File: config.mk
export PLATFORM = sky130hd
export DESIGN_NAME = serial_subtractor
export DESIGN_NICKNAME = d
export VERILOG_FILES = /design/src/rtl/serial_subtractor.sv
export SDC_FILE = /design/constraint.sdc
export NUM_CORES = 1
export LEC_CHECK = 0
export CAP_MARGIN = 30
export CORE_MARGIN = 2
export CORE_UTILIZATION = 40
export DETAILED_ROUTE_END_ITERATION = 10
export GPL_TIMING_DRIVEN = 0
export PLACE_DENSITY_LB_ADDON = 0.2
export SYNTH_ARGS = -nofsm -noshare
export SYNTH_HDL_FRONTEND = slang
export SYNTH_SLANG_ARGS = --single-unit
File: constraint.sdc
create_clock -name clk -period 1.8 [get_ports clk]
set_clock_uncertainty 0.1 [all_clocks]
set_input_delay 0.54 -clock clk [delete_from_list [all_inputs] [get_ports clk]]
set_output_delay 0.54 -clock clk [all_outputs]
set_load 0.03 [all_outputs]
File: src/rtl/serial_subtractor.sv
// serial_subtractor
//   Bit-serial subtractor that recovers B = sum_in - a_in, one bit per enabled
//   clock. It sits in the 4-bit adder's self-check path: the adder's (WIDTH+1)-bit
//   sum and the original A go in, and B comes out.
//   Handshake: start (sampled in IDLE) -> busy -> one-cycle done pulse.
//   enable=0 freezes the operation in SHIFT without losing any state.
//
// Parameters
//   WIDTH      operand A width; minuend and difference are WIDTH+1 bits
//
// Ports
//   clk        rising-edge clock
//   rst_n      asynchronous reset, active low
//   start      request, sampled only in IDLE
//   enable     0 = stall, 1 = advance (does not gate start)
//   sum_in     minuend, captured on an accepted start
//   a_in       subtrahend (zero-extended), captured on an accepted start
//   busy       high in SHIFT and DONE
//   done       one-cycle pulse; diff/borrow/range_err are valid from here on
//   diff       (sum_in - a_in) mod 2^(WIDTH+1), held until the next accepted start
//   borrow     1 iff sum_in < a_in
//   range_err  borrow | diff[WIDTH] when RANGE_CHECK_EN is defined, else tied 0
//
// Build option
//   RANGE_CHECK_EN  builds the range check. Without it, range_err is constant 0
//                   and no check logic exists.
module serial_subtractor #(
  parameter int WIDTH = 4
) (
  input  logic             clk,
  input  logic             rst_n,
  input  logic             start,
  input  logic             enable,
  input  logic [WIDTH:0]   sum_in,
  input  logic [WIDTH-1:0] a_in,
  output logic             busy,
  output logic             done,
  output logic [WIDTH:0]   diff,
  output logic             borrow,
  output logic             range_err
);

  localparam int CW = $clog2(WIDTH + 1);

  typedef enum logic [1:0] {IDLE, SHIFT, DONE} state_t;

  state_t         state, state_nxt;
  logic [WIDTH:0] m_q, s_q, r_q;
  logic [CW-1:0]  cnt_q;
  logic           br_q;

  // One full-subtractor slice on the LSBs of the shifting operands.
  logic           d_bit, nbr, last;
  logic [WIDTH:0] r_nxt;

  assign d_bit = m_q[0] ^ s_q[0] ^ br_q;
  assign nbr   = (~m_q[0] & s_q[0]) | (~(m_q[0] ^ s_q[0]) & br_q);
  assign last  = (cnt_q == CW'(WIDTH));
  // Result bits enter at the MSB, so after WIDTH+1 shifts the LSB sits at bit 0.
  assign r_nxt = {d_bit, r_q[WIDTH:1]};

  // State register
  always_ff @(posedge clk or negedge rst_n) begin
    if (!rst_n) state <= IDLE;
    else        state <= state_nxt;
  end

  // Next-state logic
  always_comb begin
    state_nxt = state;
    case (state)
      IDLE:    if (start)          state_nxt = SHIFT;
      SHIFT:   if (enable && last) state_nxt = DONE;
      DONE:                        state_nxt = IDLE;
      default:                     state_nxt = IDLE;
    endcase
  end

  // Outputs
  always_comb begin
    busy = (state != IDLE);
    done = (state == DONE);
  end

  // Datapath
  always_ff @(posedge clk or negedge rst_n) begin
    if (!rst_n) begin
      m_q    <= '0;
      s_q    <= '0;
      r_q    <= '0;
      cnt_q  <= '0;
      br_q   <= 1'b0;
      diff   <= '0;
      borrow <= 1'b0;
    end else if (state == IDLE) begin
      if (start) begin
        m_q   <= sum_in;
        s_q   <= {1'b0, a_in};
        r_q   <= '0;
        cnt_q <= '0;
        br_q  <= 1'b0;
      end
    end else if (state == SHIFT && enable) begin
      r_q   <= r_nxt;
      m_q   <= m_q >> 1;
      s_q   <= s_q >> 1;
      br_q  <= nbr;
      cnt_q <= cnt_q + CW'(1);
      if (last) begin
        diff   <= r_nxt;
        borrow <= nbr;
      end
    end
  end

`ifdef RANGE_CHECK_EN
  // A legal WIDTH-bit operand B needs no borrow and a clear top bit.
  always_ff @(posedge clk or negedge rst_n) begin
    if (!rst_n)                               range_err <= 1'b0;
    else if (state == SHIFT && enable && last) range_err <= nbr | d_bit;
  end
`else
  assign range_err = 1'b0;
`endif

endmodule

### Yosys cells after proc, flatten, opt, wreduce, memory -nomap -nowiden

Cells that the tools add are included.

* muxes and demuxes: 18
* bitwise logic cells: 8
* add/subtract/negate cells: 1
* equality and inequality tests: 5
* reductions and logical operators: 8

Operators by type and width (number)
* $mux 5: 9
* $mux 3: 3
* $mux 2: 2
* $ne 2x2->1 const B: 2
* $pmux 2 s2: 1
* $reduce_and 2->1: 2
* $reduce_bool 2->1: 2
* $add 3x1->3 const B: 1
* $eq 3x3->1 const B: 1
* $mux 1: 3
* $not 1->1: 3
* $reduce_and 3->1: 1
* $and 1x1->1: 2
* $eq 2x1->1 const B: 1
* $eq 2x2->1 const B: 1
* $logic_and 1x1->1: 2
* $logic_not 2->1: 1
* $xor 1x1->1: 2
* $or 1x1->1: 1

* word-level logic and storage cells: 48
* output and inout bits: 9
* flip-flop bits (word level): 27
* input bits: 13

### Logic depth before layout (Yosys ltp)

Gate-level depths: netlist (run 1).

* depth after elaboration: 6
* mapped depth: 6
* mapped depth without buffers: 4

### Least setup slack after synthesis (run 1)

Ideal clock, no wire load.

* kind: input -> register
* from: input port enable
* to: register borrow
* path slack: 0.167 ns
* arrival: 1.408 ns
* buffers on the path: 2
* stages on the path: 5
* data required time: 1.575 ns
* library setup time: 0.125 ns
* cells stage by stage: and3b_1 -> buf_6 -> and3_4 -> buf_6 -> mux2_4

* longest elaborated chain between the ends: 2

RTL lines
* start: declaration: RTL line 33 `input logic enable,`
* $logic_and 1x1->1: RTL line 103 `end else if (state == SHIFT && enable) begin`
* $reduce_and 3->1 (no source line)
* end signal: assignment: RTL line 111 `borrow <= nbr;`
* end: declaration: RTL line 39 `output logic borrow,`

No other way between the ends.
A chain may end at the register's enable or synchronous reset.

### Worst setup path in the final report (run 1)

* from: register state[1]
* to: output port busy

* longest elaborated chain between the ends: 1

RTL lines
* start: declaration: RTL line 47 `state_t state, state_nxt;`
* start signal: assignment: RTL line 65 `else state <= state_nxt;`
* $reduce_bool 2->1: RTL line 81 `busy = (state != IDLE);`
* end: declaration: RTL line 36 `output logic busy,`

No other way between the ends.

==> metrics, run 1 <==
last weighted congestion value of the routability-driven placer=0.7192; crit path capture type=primary output; number of sinks driven by the clock tree=25; mean cell area of the mapped netlist=13.76 um2; instance count of the mapped netlist=87; Final period util=0.9884; clock buffers created by TritonCTS=3; antenna violations before repair=0; highest-count cells in the layout ignoring fill and taps=25 x sky130_fd_sc_hd__dfrtp_1, 13 x sky130_fd_sc_hd__mux2_2, 11 x sky130_fd_sc_hd__clkdlybuf4s50_1, 9 x sky130_fd_sc_hd__buf_4, 7 x sky130_fd_sc_hd__a22o_1; fmax=0.5621 GHz; First-pass DRT Iterations=7; worst path arrival time=1.14 ns; DRC violation total after the first TritonRoute iteration=13; half-perimeter wire length after detailed placement=1498 um; sequential share of the synthesized area=0.5225; crit start category=flop; number of I/O port buffers=20; violated checks=design-rule violations; remaining antenna violation count=0; Slowest Stage Delay on Critical Path=0.40 ns; via count of the first global-routing pass=762; number of top-level pins=22; root buffer cell=sky130_fd_sc_hd__clkbuf_4; multiplexer share of the synthesized area=0.2142; Post-Route WL=2049 um; synth unique cells=24; register clock-pin slew on the reported worst setup and hold paths=0.14 ns; number of synthesized register bits=25; pin count of the biggest net entering global routing=19; ANT cells=0; drt via density=4.933; effective utilization at floorplan=0.4269; worst ir drop on vdd=598.9 uV; overall fraction of global-route tracks in use=0.1360; CTS tree=done; area growth from synthesis to layout=28.74%; Die Width=~60 um; run status=complete, but fails checks; xor and xnor area share after synthesis=0; dominant combinational cell family by area after synthesis=multiplexers; site row count=19; final count of negative-setup-slack endpoints=0; RSZ-0062 raised after global routing=yes; compound-gate portion of the synthesized area=0.09195; overall die height=58.71 um; area of the mapped netlist=1197 um2; worst-skew pair later-pin latency=0.32 ns; Post-CTS Hold Fix Bufs=0; CP dominant cell by count=sky130_fd_sc_hd__buf_6; leakage power=~0.76 nW; worst-path maximum fanout=7; count of max-cap constraint violations=0; final layout net count=135; power density cells=roughly 1400 nW/um2; WL/cell=13.75 um; post-synth net total=103; ratio of cells with drive above 1 in the final layout=0.3644; clock buffer depth=2; Worst EP required=1.16 ns; final-report hold violation count=0; simple-gate area share of the yosys netlist=0.05956; CP cell instances=buf_6 -> nor2_4 -> inv_2 -> buf_6; H-tree depth=1; Hold/Removal Path Class=reg -> reg; Residual DRC=3; global-route wire length before repair=about 3500 um; yosys warns=0; post-layout util=0.5495; number of cells traversed by the worst hold path=1; overflow left after global routing=0; cell type of the slowest stage on the worst timing path=sky130_fd_sc_hd__dfrtp_1; crit path kind=reg -> out; detailed-route via count=735; Final min period=1.779 ns; overall power after layout=2.130 mW; Register-to-Register Path Depth=7; final-report max-slew violation count=0; most common library cell in the layout ignoring fill and taps=sky130_fd_sc_hd__dfrtp_1; area of the core=2805 um2; floorplan die area=3447 um2; area share of fa/ha/maj cells after synthesis=0.03762
## state kept, by name, summed over array words and instances, names as in the netlist
signal and flops:
borrow 1, cnt_q 3, diff 5, m_q 5
state 2, s_q 4, br_q 1, r_q 4
## area by class of cell
| class | instances | area, um2 |
|---|---|---|
| multi-input combinational | 49 | 491.7 |
| fill | 249 | 1264 |
| clock buffer | 3 | 22.52 |
| sequential | 25 | 625.6 |
| inverter | 6 | 22.52 |
| clock inverter | 1 | 7.507 |
| buffer | 7 | 65.06 |
| tap | 31 | 38.79 |
| timing repair buffer | 27 | 267.8 |
## Yosys cell counts
| master | count | area share |
|---|---|---|
| sky130_fd_sc_hd__o22a_2 | 1 | 0.0084 |
| sky130_fd_sc_hd__inv_1 | 6 | 0.019 |
| sky130_fd_sc_hd__nor2_2 | 1 | 0.0052 |
| sky130_fd_sc_hd__nand2b_1 | 1 | 0.0052 |
| sky130_fd_sc_hd__mux2i_1 | 2 | 0.017 |
| sky130_fd_sc_hd__dfrtp_1 | 25 | 0.52 |
| sky130_fd_sc_hd__nor4b_1 | 2 | 0.015 |
| sky130_fd_sc_hd__buf_2 | 2 | 0.0084 |
| sky130_fd_sc_hd__a41oi_1 | 1 | 0.0073 |
| sky130_fd_sc_hd__nor2b_1 | 1 | 0.0052 |
| sky130_fd_sc_hd__buf_6 | 4 | 0.038 |
| sky130_fd_sc_hd__o21bai_1 | 1 | 0.0063 |
| sky130_fd_sc_hd__fa_1 | 1 | 0.017 |
| sky130_fd_sc_hd__nand2_1 | 2 | 0.0063 |
| sky130_fd_sc_hd__buf_4 | 1 | 0.0063 |
| sky130_fd_sc_hd__and3b_1 | 1 | 0.0073 |
| sky130_fd_sc_hd__mux2_4 | 6 | 0.075 |
| sky130_fd_sc_hd__and3_4 | 1 | 0.0094 |
| sky130_fd_sc_hd__nor2_1 | 2 | 0.0063 |
| sky130_fd_sc_hd__ha_1 | 2 | 0.021 |
| sky130_fd_sc_hd__conb_1 | 1 | 0.0031 |
| sky130_fd_sc_hd__a22o_1 | 7 | 0.051 |
| sky130_fd_sc_hd__mux2_2 | 13 | 0.12 |
| sky130_fd_sc_hd__a21o_1 | 3 | 0.019 |
## worst max-delay path: cells and delay by family, from the launching register on
family | cells | cell delay (ns)
buffers and inverters | 3 | 0.30
flip-flops | 1 | 0.40
AND/OR/NAND/NOR | 1 | 0.12
## power breakdown
| part | leakage [nW] | internal (mW) | switching, mW |
|---|---|---|---|
| Combinational | 0.423 | 0.544 | 0.434 |
| Sequential | 0.324 | 0.762 | 0.130 |
| Clock | 0.0139 | 0.0849 | 0.175 |
## kinds of logic (layout without fill, tap and decap cells)
logic type / after synthesis / after routing
compound gates: 13 / 13
fa+ha+maj: 3 / 3
buf+inv: 13 / 44
flops: 25 / 25
mux: 21 / 21
other cells: 1 / 1
simple gates: 11 / 11
## final timing paths
path / start / endpoint / slack, ns
max in group asynchronous: rst_n / r_q[1]$_DFFE_PN0P_ / 0.75
min: s_q[3]$_DFFE_PN0P_ / s_q[3]$_DFFE_PN0P_ / 0.40
min reg2reg: s_q[3]$_DFFE_PN0P_ / s_q[3]$_DFFE_PN0P_ / 0.40
max reg2reg: state[0]$_DFFE_PN0P_ / diff[2]$_DFFE_PN0P_ / 0.05
max: state[1]$_DFFE_PN0P_ / busy / 0.02
min in group asynchronous: rst_n / diff[1]$_DFFE_PN0P_ / 0.41
## metal layers
| metal | track usage | wire length (um) | vias to the layer above |
|---|---|---|---|
| li1 | - | - | 360 |
| met1 | 0.1686 | 916 | 358 |
| met2 | 0.2360 | 1029 | 15 |
| met3 | 0.02637 | 84 | 2 |
| met4 | 0.04870 | 19 | 0 |
| met5 | 0 | 0 | - |
## per-stage QoR
step | hold WS [ns] | TNS, ns | std cells | worst slack, ns | area, um2
6_report | 0.3995 | 0 | 149 | 0.02084 | 1541
5_1_grt | 0.4086 | -0.07971 | 149 | -0.04237 | 1541
4_1_cts | 0.4007 | -0.1402 | 144 | -0.1402 | 1496
3_5_place_dp | 0.3695 | -7.016 | 139 | -0.4373 | 1464
3_3_place_gp | 0.3665 | -11.78 | 138 | -0.4227 | 1436
2_1_floorplan | 0.1444 | 0 | 87 | 0.1667 | 1197
## repair_timing
item,4_1_cts,5_1_grt
endpoints found under the setup margin,14,12
gates resized for setup,17,12
pin swaps,1,1
buffers inserted,1,5
(Power assumes the default switching activity.)
==> run 2: changes to the inputs <==
--- a/config.mk
+++ b/config.mk
@@ -8,9 +8,10 @@
 export CAP_MARGIN = 30
 export CORE_MARGIN = 2
 export CORE_UTILIZATION = 40
+export CTS_BUF_LIST = sky130_fd_sc_hd__clkbuf_16
 export DETAILED_ROUTE_END_ITERATION = 10
 export GPL_TIMING_DRIVEN = 0
-export PLACE_DENSITY_LB_ADDON = 0.2
+export PLACE_DENSITY = 0.75
 export SYNTH_ARGS = -nofsm -noshare
 export SYNTH_HDL_FRONTEND = slang
 export SYNTH_SLANG_ARGS = --single-unit
==> run 2 against run 1 <==
- clock power grew 81%
- cell count decreased by 4.0%
- worst hold slack got worse by 0.013 ns
- largest cell class unchanged
- register-to-register slack improved by 0.07 ns
- via count up 2.9%
- sequential cell count unchanged
- the flow still finishes with violations (design-rule violations)
- global-route usage shrank 0.37 points
- combinational power shrank 5.5%
- sequential share of layout area is 0.066 points higher
==> metrics, run 2 (synthesis gave the netlist of run 1 again) <==
area growth from synthesis to layout=28.53%; overall fraction of global-route tracks in use=0.1322; Bufs and invs on worst path=3; leakage power=~0.77 nW; Register-to-Register Path Depth=6; number of sinks driven by the clock tree=25; run status=complete, but fails checks; Final min period=1.732 ns; net switching power figure=around 0.73 mW; fmax=0.5774 GHz; WL/cell=14.19 um; post-layout util=0.5486; effective utilization at floorplan=0.4269; count of max-cap constraint violations=0; detailed-route via count=756; root buffer cell=sky130_fd_sc_hd__clkbuf_16; DRC violation total after the first TritonRoute iteration=5; final layout net count=roughly 130; overall power after layout=2.290 mW; Residual DRC=2; final count of negative-setup-slack endpoints=0; Top Registers=diff: 5 flops, m_q: 5 flops; Critical Path End=busy; antenna violations before repair=0; cell total after placement=about 140; Highest Signal Layer=met4; First-pass DRT Iterations=7; Final period util=0.9622; detailed-routed wire length on met3=98 um; violated checks=design-rule violations; crit path capture type=primary output; worst path arrival time=1.09 ns; worst-case register-to-register setup slack=about 0.12 ns; final-report max-slew violation count=0; beginning of the critical path=state[0]$_DFFE_PN0P_; share of power burned in the clock network=0.205; site row count=19; transition at the pin with the smallest max-transition slack=0.5265 ns; Hold/Removal Path Class=reg -> reg; Die Width=58.71 um; Post-Route WL=2029 um; pin count of the biggest net entering global routing=18; crit start category=flop; remaining antenna violation count=0; internal cell power=between 1.5 and 2 mW; Gate power share=0.403; most common library cell in the layout ignoring fill and taps=sky130_fd_sc_hd__dfrtp_1; global-route wire length before repair=3394 um; overflow left after global routing=0; normalized max-slew margin=0.6479; last weighted congestion value of the routability-driven placer=0.6861; via count of the first global-routing pass=773; final-report hold violation count=0; CP top delay family=flip-flops; drt via density=between 5 and 6; area of the core=~2800 um2; H-tree depth=1; worst ir drop on vdd=slightly below 700 uV; cell type of the slowest stage on the worst timing path=sky130_fd_sc_hd__dfrtp_1; floorplan die area=3447 um2; power density cells=1488 nW/um2; detailed-route wire length on metal 1=871 um; half-perimeter wire length after detailed placement=1451 um; RSZ-0062 raised after global routing=no; clock buffers created by TritonCTS=3; sequential fraction of design power=0.391; post-route non-filler standard cell count=~140; highest-count cells in the layout ignoring fill and taps=25 x sky130_fd_sc_hd__dfrtp_1, 13 x sky130_fd_sc_hd__mux2_2, 11 x sky130_fd_sc_hd__clkdlybuf4s50_1; ANT cells=0; startpoint of the worst register-to-register path=state[1]$_DFFE_PN0P_; worst-path maximum fanout=10; Detail Route met2 WL=1045 um; number of I/O port buffers=20; worst-skew pair later-pin latency=0.25 ns; register clock-pin slew on the reported worst setup and hold paths=~0.06 ns; crit path kind=reg -> out; CTS tree=done; Worst EP required=1.16 ns; switching power share of the total=0.3182; overall die height=58.71 um; reg2reg end=borrow$_DFFE_PN0P_; count of cell instances traversed by the critical path=4; ratio of cells with drive above 1 in the final layout=0.3214; number of top-level pins=22; Slowest Stage Delay on Critical Path=about 0.37 ns; clock buffer depth=2; final setup TNS=0 ns; CP cell instances=buf_6 -> nor2_4 -> inv_1 -> buf_2
[run 2: changes by cell type in the layout (fill, tap and decap cells not counted), sizes merged]
cell,previous run,this run
inv,6,7
clkinvlp,1,0
dlygate4sd2,3,7
clkdlybuf4s15,4,0
buf,16,10
[run 2: layout make-up]
class                           count  area, um2
Fill cell                         254       1266
Timing Repair Buffer               22      216.5
Multi-Input combinational cell     49      493.0
Clock buffer                        3      75.07
Tap cell                           31      38.79
Inverter                            6      22.52
Buffer                              6      63.81
Clock inverter                      1      3.754
Sequential cell                    25      625.6
[run 2: repair_timing]
item,CTS,global route
buffers inserted,1,0
pin swaps,1,0
resized for setup,18,3
gates cloned,0,0
setup endpoints to repair,23,12
hold buffers,0,0
[run 2: layer usage]
metal,up-vias,track usage
li1,352,-
met1,382,0.1574
met2,20,0.2343
met3,2,0.03516
met4,0,0.03896
met5,-,0
[run 2: power by group through the flow]
stage / Sequential [mW] / Clock [mW] / Combinational, mW
floorplan: 0.978 / 0 / 0.594
global placement: 0.891 / 0 / 0.920
detailed placement: 0.904 / 0 / 0.951
CTS: 0.899 / 0.488 / 0.947
global route: 0.920 / 0.505 / 1.00
finish: 0.896 / 0.470 / 0.924
[run 2: worst min path at each step]
stage | startpoint | end | slack, ns | cells past startpoint
after global placement | s_q[3]$_DFFE_PN0P_ | s_q[3]$_DFFE_PN0P_ | 0.36 | 1
final | s_q[3]$_DFFE_PN0P_ | s_q[3]$_DFFE_PN0P_ | 0.39 | 1
after CTS | s_q[3]$_DFFE_PN0P_ | s_q[3]$_DFFE_PN0P_ | 0.39 | 1
after floorplan | rst_n | borrow$_DFFE_PN0P_ | 0.14 | 0
after detailed placement | m_q[4]$_DFFE_PN0P_ | m_q[4]$_DFFE_PN0P_ | 0.37 | 1
after global routing | m_q[4]$_DFFE_PN0P_ | m_q[4]$_DFFE_PN0P_ | 0.40 | 1
[run 2: worst register-to-register path: cells and delay by family, from the launching register on]
family | cells | cell delay (ns)
muxes | 1 | 0.30
and+or+nand+nor | 2 | 0.40
DFF | 1 | 0.37
buffers and inverters | 3 | 0.39
[run 2: through the flow]
step	hold slack (ns)	instance area, um2	setup WS, ns
2_1_floorplan	0.1444	1197	0.1667
3_3_place_gp	0.3591	1436	-0.4320
3_5_place_dp	0.3690	1464	-0.4406
4_1_cts	0.3859	1549	-0.04892
5_1_grt	0.4042	1539	0.007588
6_report	0.3865	1539	0.06810
